==> src/rtl/axi_arb_pkg.sv <==
// Shared types and constants for the two-to-one AXI4-lite arbiter.
package axi_arb_pkg;

    // One transaction in flight at a time: address phase, then data/response phase.
    typedef enum logic [2:0] {
        ST_IDLE = 3'd0,
        ST_AR   = 3'd1,
        ST_R    = 3'd2,
        ST_W    = 3'd3,
        ST_B    = 3'd4
    } arb_state_e;

    localparam logic       PORT_INST  = 1'b0;
    localparam logic       PORT_DATA  = 1'b1;
    localparam logic [1:0] BRESP_OKAY = 2'b00;

endpackage

==> src/rtl/arb_pick.sv <==
// Combinational winner selection for two requesters.
// ROUND_ROBIN=1: on a tie the port that was not granted last (ptr_i) wins.
// ROUND_ROBIN=0: the data port always wins a tie.
module arb_pick
    import axi_arb_pkg::*;
#(
    parameter bit ROUND_ROBIN = 1'b0
) (
    input  logic [1:0] req_i,
    input  logic       ptr_i,
    output logic       win_o,
    output logic       win_valid_o
);

    assign win_valid_o = |req_i;

    generate
        if (ROUND_ROBIN) begin : g_rr
            // Tie goes to the port other than the last winner.
            always_comb begin
                if (req_i[PORT_INST] && req_i[PORT_DATA]) begin
                    win_o = ~ptr_i;
                end else begin
                    win_o = req_i[PORT_DATA] ? PORT_DATA : PORT_INST;
                end
            end
        end else begin : g_fixed
            logic unused_ptr;
            assign unused_ptr = ptr_i;
            assign win_o      = req_i[PORT_DATA] ? PORT_DATA : PORT_INST;
        end
    endgenerate

endmodule

==> src/rtl/axi_lite_arbiter.sv <==
// Two-to-one AXI4-lite arbiter: s0 = instruction bridge, s1 = data bridge,
// m = the shared AXIMem. One transaction at a time, registered grant.
// A flush during an s0 read marks the read as dropped: the slave still
// completes it, the arbiter consumes the beat and hides it from s0.
// Build option: define ARB_ROUND_ROBIN_EN for round-robin arbitration;
// otherwise fixed priority with s1 winning every tie.
module axi_lite_arbiter
    import axi_arb_pkg::*;
#(
    parameter int ADDR_W = 32,
    parameter int DATA_W = 32
) (
    input  logic                clk,
    input  logic                reset,
    input  logic                flush,
    // upstream port 0 (instruction)
    input  logic                s0_ar_valid,
    output logic                s0_ar_ready,
    input  logic [ADDR_W-1:0]   s0_ar_addr,
    input  logic [2:0]          s0_ar_prot,
    input  logic                s0_aw_valid,
    output logic                s0_aw_ready,
    input  logic [ADDR_W-1:0]   s0_aw_addr,
    input  logic [2:0]          s0_aw_prot,
    input  logic                s0_wd_valid,
    output logic                s0_wd_ready,
    input  logic [DATA_W-1:0]   s0_wd_data,
    input  logic [DATA_W/8-1:0] s0_wstrb,
    output logic                s0_rd_valid,
    input  logic                s0_rd_ready,
    output logic [DATA_W-1:0]   s0_rd_data,
    output logic                s0_wr_valid,
    input  logic                s0_wr_ready,
    output logic [1:0]          s0_wr_breap,
    // upstream port 1 (data)
    input  logic                s1_ar_valid,
    output logic                s1_ar_ready,
    input  logic [ADDR_W-1:0]   s1_ar_addr,
    input  logic [2:0]          s1_ar_prot,
    input  logic                s1_aw_valid,
    output logic                s1_aw_ready,
    input  logic [ADDR_W-1:0]   s1_aw_addr,
    input  logic [2:0]          s1_aw_prot,
    input  logic                s1_wd_valid,
    output logic                s1_wd_ready,
    input  logic [DATA_W-1:0]   s1_wd_data,
    input  logic [DATA_W/8-1:0] s1_wstrb,
    output logic                s1_rd_valid,
    input  logic                s1_rd_ready,
    output logic [DATA_W-1:0]   s1_rd_data,
    output logic                s1_wr_valid,
    input  logic                s1_wr_ready,
    output logic [1:0]          s1_wr_breap,
    // downstream port to AXIMem
    output logic                m_ar_valid,
    input  logic                m_ar_ready,
    output logic [ADDR_W-1:0]   m_ar_addr,
    output logic [2:0]          m_ar_prot,
    output logic                m_aw_valid,
    input  logic                m_aw_ready,
    output logic [ADDR_W-1:0]   m_aw_addr,
    output logic [2:0]          m_aw_prot,
    output logic                m_wd_valid,
    input  logic                m_wd_ready,
    output logic [DATA_W-1:0]   m_wd_data,
    output logic [DATA_W/8-1:0] m_wstrb,
    input  logic                m_rd_valid,
    output logic                m_rd_ready,
    input  logic [DATA_W-1:0]   m_rd_data,
    input  logic                m_wr_valid,
    output logic                m_wr_ready,
    input  logic [1:0]          m_wr_breap
);

`ifdef ARB_ROUND_ROBIN_EN
    localparam bit RR_MODE = 1'b1;
`else
    localparam bit RR_MODE = 1'b0;
`endif

    arb_state_e state_q, state_d;
    logic       gnt_q, gnt_d;
    logic       drop_q, drop_d;
    logic       aw_done_q, aw_done_d;
    logic       w_done_q, w_done_d;
    logic       rr_q, rr_d;

    logic [1:0] s_ar_valid, s_aw_valid, s_wd_valid, s_rd_ready, s_wr_ready;
    logic [1:0] req;
    logic       win_idx, win_valid;
    logic       ar_hs, aw_hs, wd_hs, rd_hs, wr_hs;
    logic       aw_done_now, w_done_now;

    assign s_ar_valid = {s1_ar_valid, s0_ar_valid};
    assign s_aw_valid = {s1_aw_valid, s0_aw_valid};
    assign s_wd_valid = {s1_wd_valid, s0_wd_valid};
    assign s_rd_ready = {s1_rd_ready, s0_rd_ready};
    assign s_wr_ready = {s1_wr_ready, s0_wr_ready};

    // The instruction side may not start a new transaction while flushing.
    assign req[PORT_INST] = (s0_aw_valid | s0_ar_valid) & ~flush;
    assign req[PORT_DATA] = s1_aw_valid | s1_ar_valid;

    arb_pick #(.ROUND_ROBIN(RR_MODE)) u_pick (
        .req_i       (req),
        .ptr_i       (rr_q),
        .win_o       (win_idx),
        .win_valid_o (win_valid)
    );

    // Downstream channel mux, driven purely from registered state and grant.
    always_comb begin
        m_ar_valid = 1'b0;
        m_ar_addr  = '0;
        m_ar_prot  = '0;
        m_aw_valid = 1'b0;
        m_aw_addr  = '0;
        m_aw_prot  = '0;
        m_wd_valid = 1'b0;
        m_wd_data  = '0;
        m_wstrb    = '0;
        m_rd_ready = 1'b0;
        m_wr_ready = 1'b0;
        case (state_q)
            ST_AR: begin
                m_ar_valid = s_ar_valid[gnt_q];
                m_ar_addr  = gnt_q ? s1_ar_addr : s0_ar_addr;
                m_ar_prot  = gnt_q ? s1_ar_prot : s0_ar_prot;
            end
            ST_R: begin
                // A dropped read is drained by the arbiter itself.
                m_rd_ready = drop_q | s_rd_ready[gnt_q];
            end
            ST_W: begin
                m_aw_valid = s_aw_valid[gnt_q] & ~aw_done_q;
                m_aw_addr  = gnt_q ? s1_aw_addr : s0_aw_addr;
                m_aw_prot  = gnt_q ? s1_aw_prot : s0_aw_prot;
                m_wd_valid = s_wd_valid[gnt_q] & ~w_done_q;
                m_wd_data  = gnt_q ? s1_wd_data : s0_wd_data;
                m_wstrb    = gnt_q ? s1_wstrb : s0_wstrb;
            end
            ST_B: begin
                m_wr_ready = s_wr_ready[gnt_q];
            end
            default: ;
        endcase
    end

    assign ar_hs       = m_ar_valid & m_ar_ready;
    assign aw_hs       = m_aw_valid & m_aw_ready;
    assign wd_hs       = m_wd_valid & m_wd_ready;
    assign rd_hs       = m_rd_valid & m_rd_ready;
    assign wr_hs       = m_wr_valid & m_wr_ready;
    assign aw_done_now = aw_done_q | aw_hs;
    assign w_done_now  = w_done_q | wd_hs;

    // Upstream return paths: only the granted port sees ready/valid.
    logic                s_ar_ready_v [2];
    logic                s_aw_ready_v [2];
    logic                s_wd_ready_v [2];
    logic                s_rd_valid_v [2];
    logic [DATA_W-1:0]   s_rd_data_v  [2];
    logic                s_wr_valid_v [2];
    logic [1:0]          s_wr_breap_v [2];

    genvar gi;
    generate
        for (gi = 0; gi < 2; gi++) begin : g_port
            logic sel;
            assign sel              = (gnt_q == 1'(gi));
            assign s_ar_ready_v[gi] = sel && (state_q == ST_AR) && m_ar_ready;
            assign s_aw_ready_v[gi] = sel && (state_q == ST_W) && !aw_done_q && m_aw_ready;
            assign s_wd_ready_v[gi] = sel && (state_q == ST_W) && !w_done_q && m_wd_ready;
            assign s_rd_valid_v[gi] = sel && (state_q == ST_R) && !drop_q && m_rd_valid;
            assign s_rd_data_v[gi]  = (sel && (state_q == ST_R)) ? m_rd_data : '0;
            assign s_wr_valid_v[gi] = sel && (state_q == ST_B) && m_wr_valid;
            assign s_wr_breap_v[gi] = (sel && (state_q == ST_B)) ? m_wr_breap : BRESP_OKAY;
        end
    endgenerate

    assign s0_ar_ready = s_ar_ready_v[0];
    assign s0_aw_ready = s_aw_ready_v[0];
    assign s0_wd_ready = s_wd_ready_v[0];
    assign s0_rd_valid = s_rd_valid_v[0];
    assign s0_rd_data  = s_rd_data_v[0];
    assign s0_wr_valid = s_wr_valid_v[0];
    assign s0_wr_breap = s_wr_breap_v[0];
    assign s1_ar_ready = s_ar_ready_v[1];
    assign s1_aw_ready = s_aw_ready_v[1];
    assign s1_wd_ready = s_wd_ready_v[1];
    assign s1_rd_valid = s_rd_valid_v[1];
    assign s1_rd_data  = s_rd_data_v[1];
    assign s1_wr_valid = s_wr_valid_v[1];
    assign s1_wr_breap = s_wr_breap_v[1];

    // Next-state: arbitrate in IDLE, then walk the address/data/response phases.
    always_comb begin
        state_d   = state_q;
        gnt_d     = gnt_q;
        drop_d    = drop_q;
        aw_done_d = aw_done_q;
        w_done_d  = w_done_q;
        rr_d      = rr_q;
        case (state_q)
            ST_IDLE: begin
                if (win_valid) begin
                    gnt_d     = win_idx;
                    drop_d    = 1'b0;
                    aw_done_d = 1'b0;
                    w_done_d  = 1'b0;
                    // A pending write on the winning port goes before its read.
                    state_d   = s_aw_valid[win_idx] ? ST_W : ST_AR;
                    if (RR_MODE) begin
                        rr_d = win_idx;
                    end
                end
            end
            ST_AR: begin
                if (flush && (gnt_q == PORT_INST)) begin
                    drop_d = 1'b1;
                end
                if (ar_hs) begin
                    state_d = ST_R;
                end
            end
            ST_R: begin
                if (flush && (gnt_q == PORT_INST)) begin
                    drop_d = 1'b1;
                end
                if (rd_hs) begin
                    state_d = ST_IDLE;
                    drop_d  = 1'b0;
                end
            end
            ST_W: begin
                aw_done_d = aw_done_now;
                w_done_d  = w_done_now;
                if (aw_done_now && w_done_now) begin
                    state_d   = ST_B;
                    aw_done_d = 1'b0;
                    w_done_d  = 1'b0;
                end
            end
            ST_B: begin
                if (wr_hs) begin
                    state_d = ST_IDLE;
                end
            end
            default: state_d = ST_IDLE;
        endcase
    end

    // State, grant and bookkeeping registers.
    always_ff @(posedge clk) begin
        if (reset) begin
            state_q   <= ST_IDLE;
            gnt_q     <= PORT_INST;
            drop_q    <= 1'b0;
            aw_done_q <= 1'b0;
            w_done_q  <= 1'b0;
            rr_q      <= 1'b0;
        end else begin
            state_q   <= state_d;
            gnt_q     <= gnt_d;
            drop_q    <= drop_d;
            aw_done_q <= aw_done_d;
            w_done_q  <= w_done_d;
            rr_q      <= rr_d;
        end
    end

endmodule

==> config.mk <==
export PLATFORM = sky130hd
export DESIGN_NAME = axi_lite_arbiter
export DESIGN_NICKNAME = d
export VERILOG_FILES = /design/src/rtl/axi_arb_pkg.sv /design/src/rtl/arb_pick.sv /design/src/rtl/axi_lite_arbiter.sv
export SDC_FILE = /design/constraint.sdc
export NUM_CORES = 1
export LEC_CHECK = 0
export BUFFER_PORTS_ARGS = -buffer_cell sky130_fd_sc_hd__clkbuf_2
export CAP_MARGIN = 30
export CORE_AREA = 2 2 178 180
export DETAILED_ROUTE_END_ITERATION = 10
export DIE_AREA = 0 0 180 182
export PLACE_DENSITY = 0.35
export SYNTH_ARGS = -nofsm -noshare
export SYNTH_HDL_FRONTEND = slang
export SYNTH_SLANG_ARGS = --single-unit
==> constraint.sdc <==
create_clock -name clk -period 1.9 [get_ports clk]
set_clock_uncertainty 0.2 [all_clocks]
set_input_delay 0.19 -clock clk [delete_from_list [all_inputs] [get_ports clk]]
set_output_delay 0.19 -clock clk [all_outputs]
set_load 0.1 [all_outputs]
==> impl_metrics.ini <==
[synthesis]
synth_top_area_cell = mux2i_1
syn-cell-area_sq_um = 2730
synthFlopType = dfxtp_1
synth_area_per_cell_sq_um = 6.68
ys_ff_latch = 7
async_reset_ff_share_pct = 0
postSynthCellCount = 409
synth_nets = 673
synth_top_area_share_pct = 40.3
yosysUniqueCellTypes = 46
ys_seq_area_share_pct = 5.13
synth_warnings = 0
synth-edff-count = 0
synthTopCellsByArea = mux2i_1, nor2_1, and2_1

[grt]
grt_max_degree = 31
grt-ovfl-total = 0
grt_util_all_layers_pct = 12.0
antenna_found_initial = 1
grt_pass1_wl_um = 30700
grt_pass1_vias = 5086

[timing]
tns_ns = -6.63
min_period_ns = 1.99
fmax_mhz = 502
postLayoutSetupSlackWorst_ns = -0.0930
drv_slew = 0
holdWs_ns = 0.0323
worstMarginPinSlew_ns = 0.469
final_hold_viol_count = 0
min_period_over_period_pct = 105
slew_headroom_pct = 68.4
rsz0062_at_grt = yes
setup_violations = 142

[placed_design]
pre_cts_slack_ns = -0.426
routabilityCongestion = 0.779
hpwl_um = 18100
io_buffers = 452
place_area_sq_um = 9080

[finish]
finalInstanceArea_sq_um = 10600
fillers = 3163
final_common_cell = clkbuf_2
final_nets = 1168
drive_gt1_share_pct = 85.6
mostFrequentLayoutCells = clkbuf_2, buf_12, nor2_4
area.growth.synth_to_final_pct = 286

[setup_path]
end_kind = output pin
worst_ep_arrival_time_ns = 1.60
cp.required_ns = 1.51
crit_fanout = 17
reg2reg_slack_ns = 0.02
crit_type = flop to output pin
cp-start-kind = flop

[clock_tree]
insertion_delay_ns = 0.23
cts_sinks = 7
cts.clk_slew.worst_paths_ns = 0.04
htreeDepth = 1
cts-hold-fix-buffers = 0
clk_path_buf_depth = 2
cts_tree = done
cts-root-buf = clkbuf_16
numCtsBuffers = 3

[floorplan]
die_w_um = 180
die_h_um = 182
fp-row-count = 65
initial_core_util_pct = 8.81
ios = 453
fp.coreArea_sq_um = 31000
die-area_sq_um = 32800

[route]
wl_per_cell_um = 16.7
drc = 0
drt_iter0_drc = 87
final_antenna_net_count = 0
via_per_inst = 3.74
num_vias = 4884
totalWireLength_um = 21800
dr.pass1.iters = 4

[power]
p_leak_nw = 4.43
max-vdd-ir-drop_mv = 0.645
power_density_nw_per_um2 = 1140
fin_total_pwr_mw = 12.0

[status]
violations = negative setup slack
status = finished with violations

[job]
max-cap-violations = 0

[worst_hold_path]
worstHoldPathType = input pin to flop
## path summary, 6_finish.rpt
path                                           endpoint                        from  depth (start not counted)
worst max-delay path                      m_aw_addr[14]  g_port[1].sel$_SDFFE_PP0P_                          5
worst min-delay path            state_q[2]$_SDFFE_PP0P_                       reset                          2
worst max register to register  state_q[1]$_SDFFE_PP0P_  g_port[1].sel$_SDFFE_PP0P_                          5
worst min register to register    w_done_q$_SDFFE_PP0P_       w_done_q$_SDFFE_PP0P_                          2
## state kept, by name (all words and copies together), names as in the netlist
name / flops
state_q: 3
aw_done_q: 1
drop_q: 1
g_port.sel: 1
w_done_q: 1
## report_power, final
| part | internal (mW) | total (mW) | switching (mW) |
|---|---|---|---|
| clock network | 0.280 | 0.362 | 0.0827 |
| registers | 0.193 | 0.256 | 0.0629 |
| logic | 4.61 | 11.4 | 6.76 |
| total | 5.08 | 12.0 | 6.90 |
## synthesized netlist by cell type, types with 2 or more instances
cell type  instances
nor2_1           116
nand3_1            2
mux2i_1          110
nor3_1             5
or3_1              2
inv_1              7
buf_2             23
dfxtp_1            7
nor4_1             2
and3_1             9
and2_1            65
buf_1              3
o21ai_0            2
nor2b_1            2
clkbuf_1           9
a21oi_1            6
inv_2              2
nand2_1            9
## worst max-delay path, cell delays in order, from the launching register on
cell	delay (ns)
dfxtp_4	0.39
buf_12	0.17
buf_12	0.20
mux2i_1	0.35
nor2_4	0.06
buf_12	0.17
## area by class of cell
type	instances	area, sq um	area share, %
repair buffers	526	6130	58.1
well taps	402	503	4.77
multi-input cells	357	3640	34.5
clock buffers	4	78.8	0.747
diodes	1	2.50	0.0237
flip-flops and latches	7	155	1.47
inverters	9	36.3	0.344
## cells by family (layout without fill, tap and decap cells)
group	Yosys count	count (layout)	synth area share, %
simple gates	222	222	39.8
buf+inv	45	539	7.51
flops	7	7	5.13
mux	113	113	41.7
compound gates	22	22	5.86
other cells	0	1	0
## repair_timing
item,CTS,global route
cloned,5,7
setup endpoints to repair,180,184
pin swaps,53,36
gates resized for setup,167,82
buffers inserted,15,6
## metal layers
metal	up-vias	wire length [um]	GRT usage, %
met1	2259	8270	13.7
met5	-	0	0
met2	223	12000	22.8
met3	12	1350	2.91
met4	0	185	1.79
li1	2390	-	-
## through the flow
| step | util, % | cells |
|---|---|---|
| floorplan | - | 409 |
| global placement | 29.3 | 1273 |
| detailed placement | 29.3 | 1273 |
| CTS | 32.4 | 1297 |
| global route | 34.1 | 1306 |
| finish | 34.1 | 1306 |
Power figures use the tool's default switching activity.
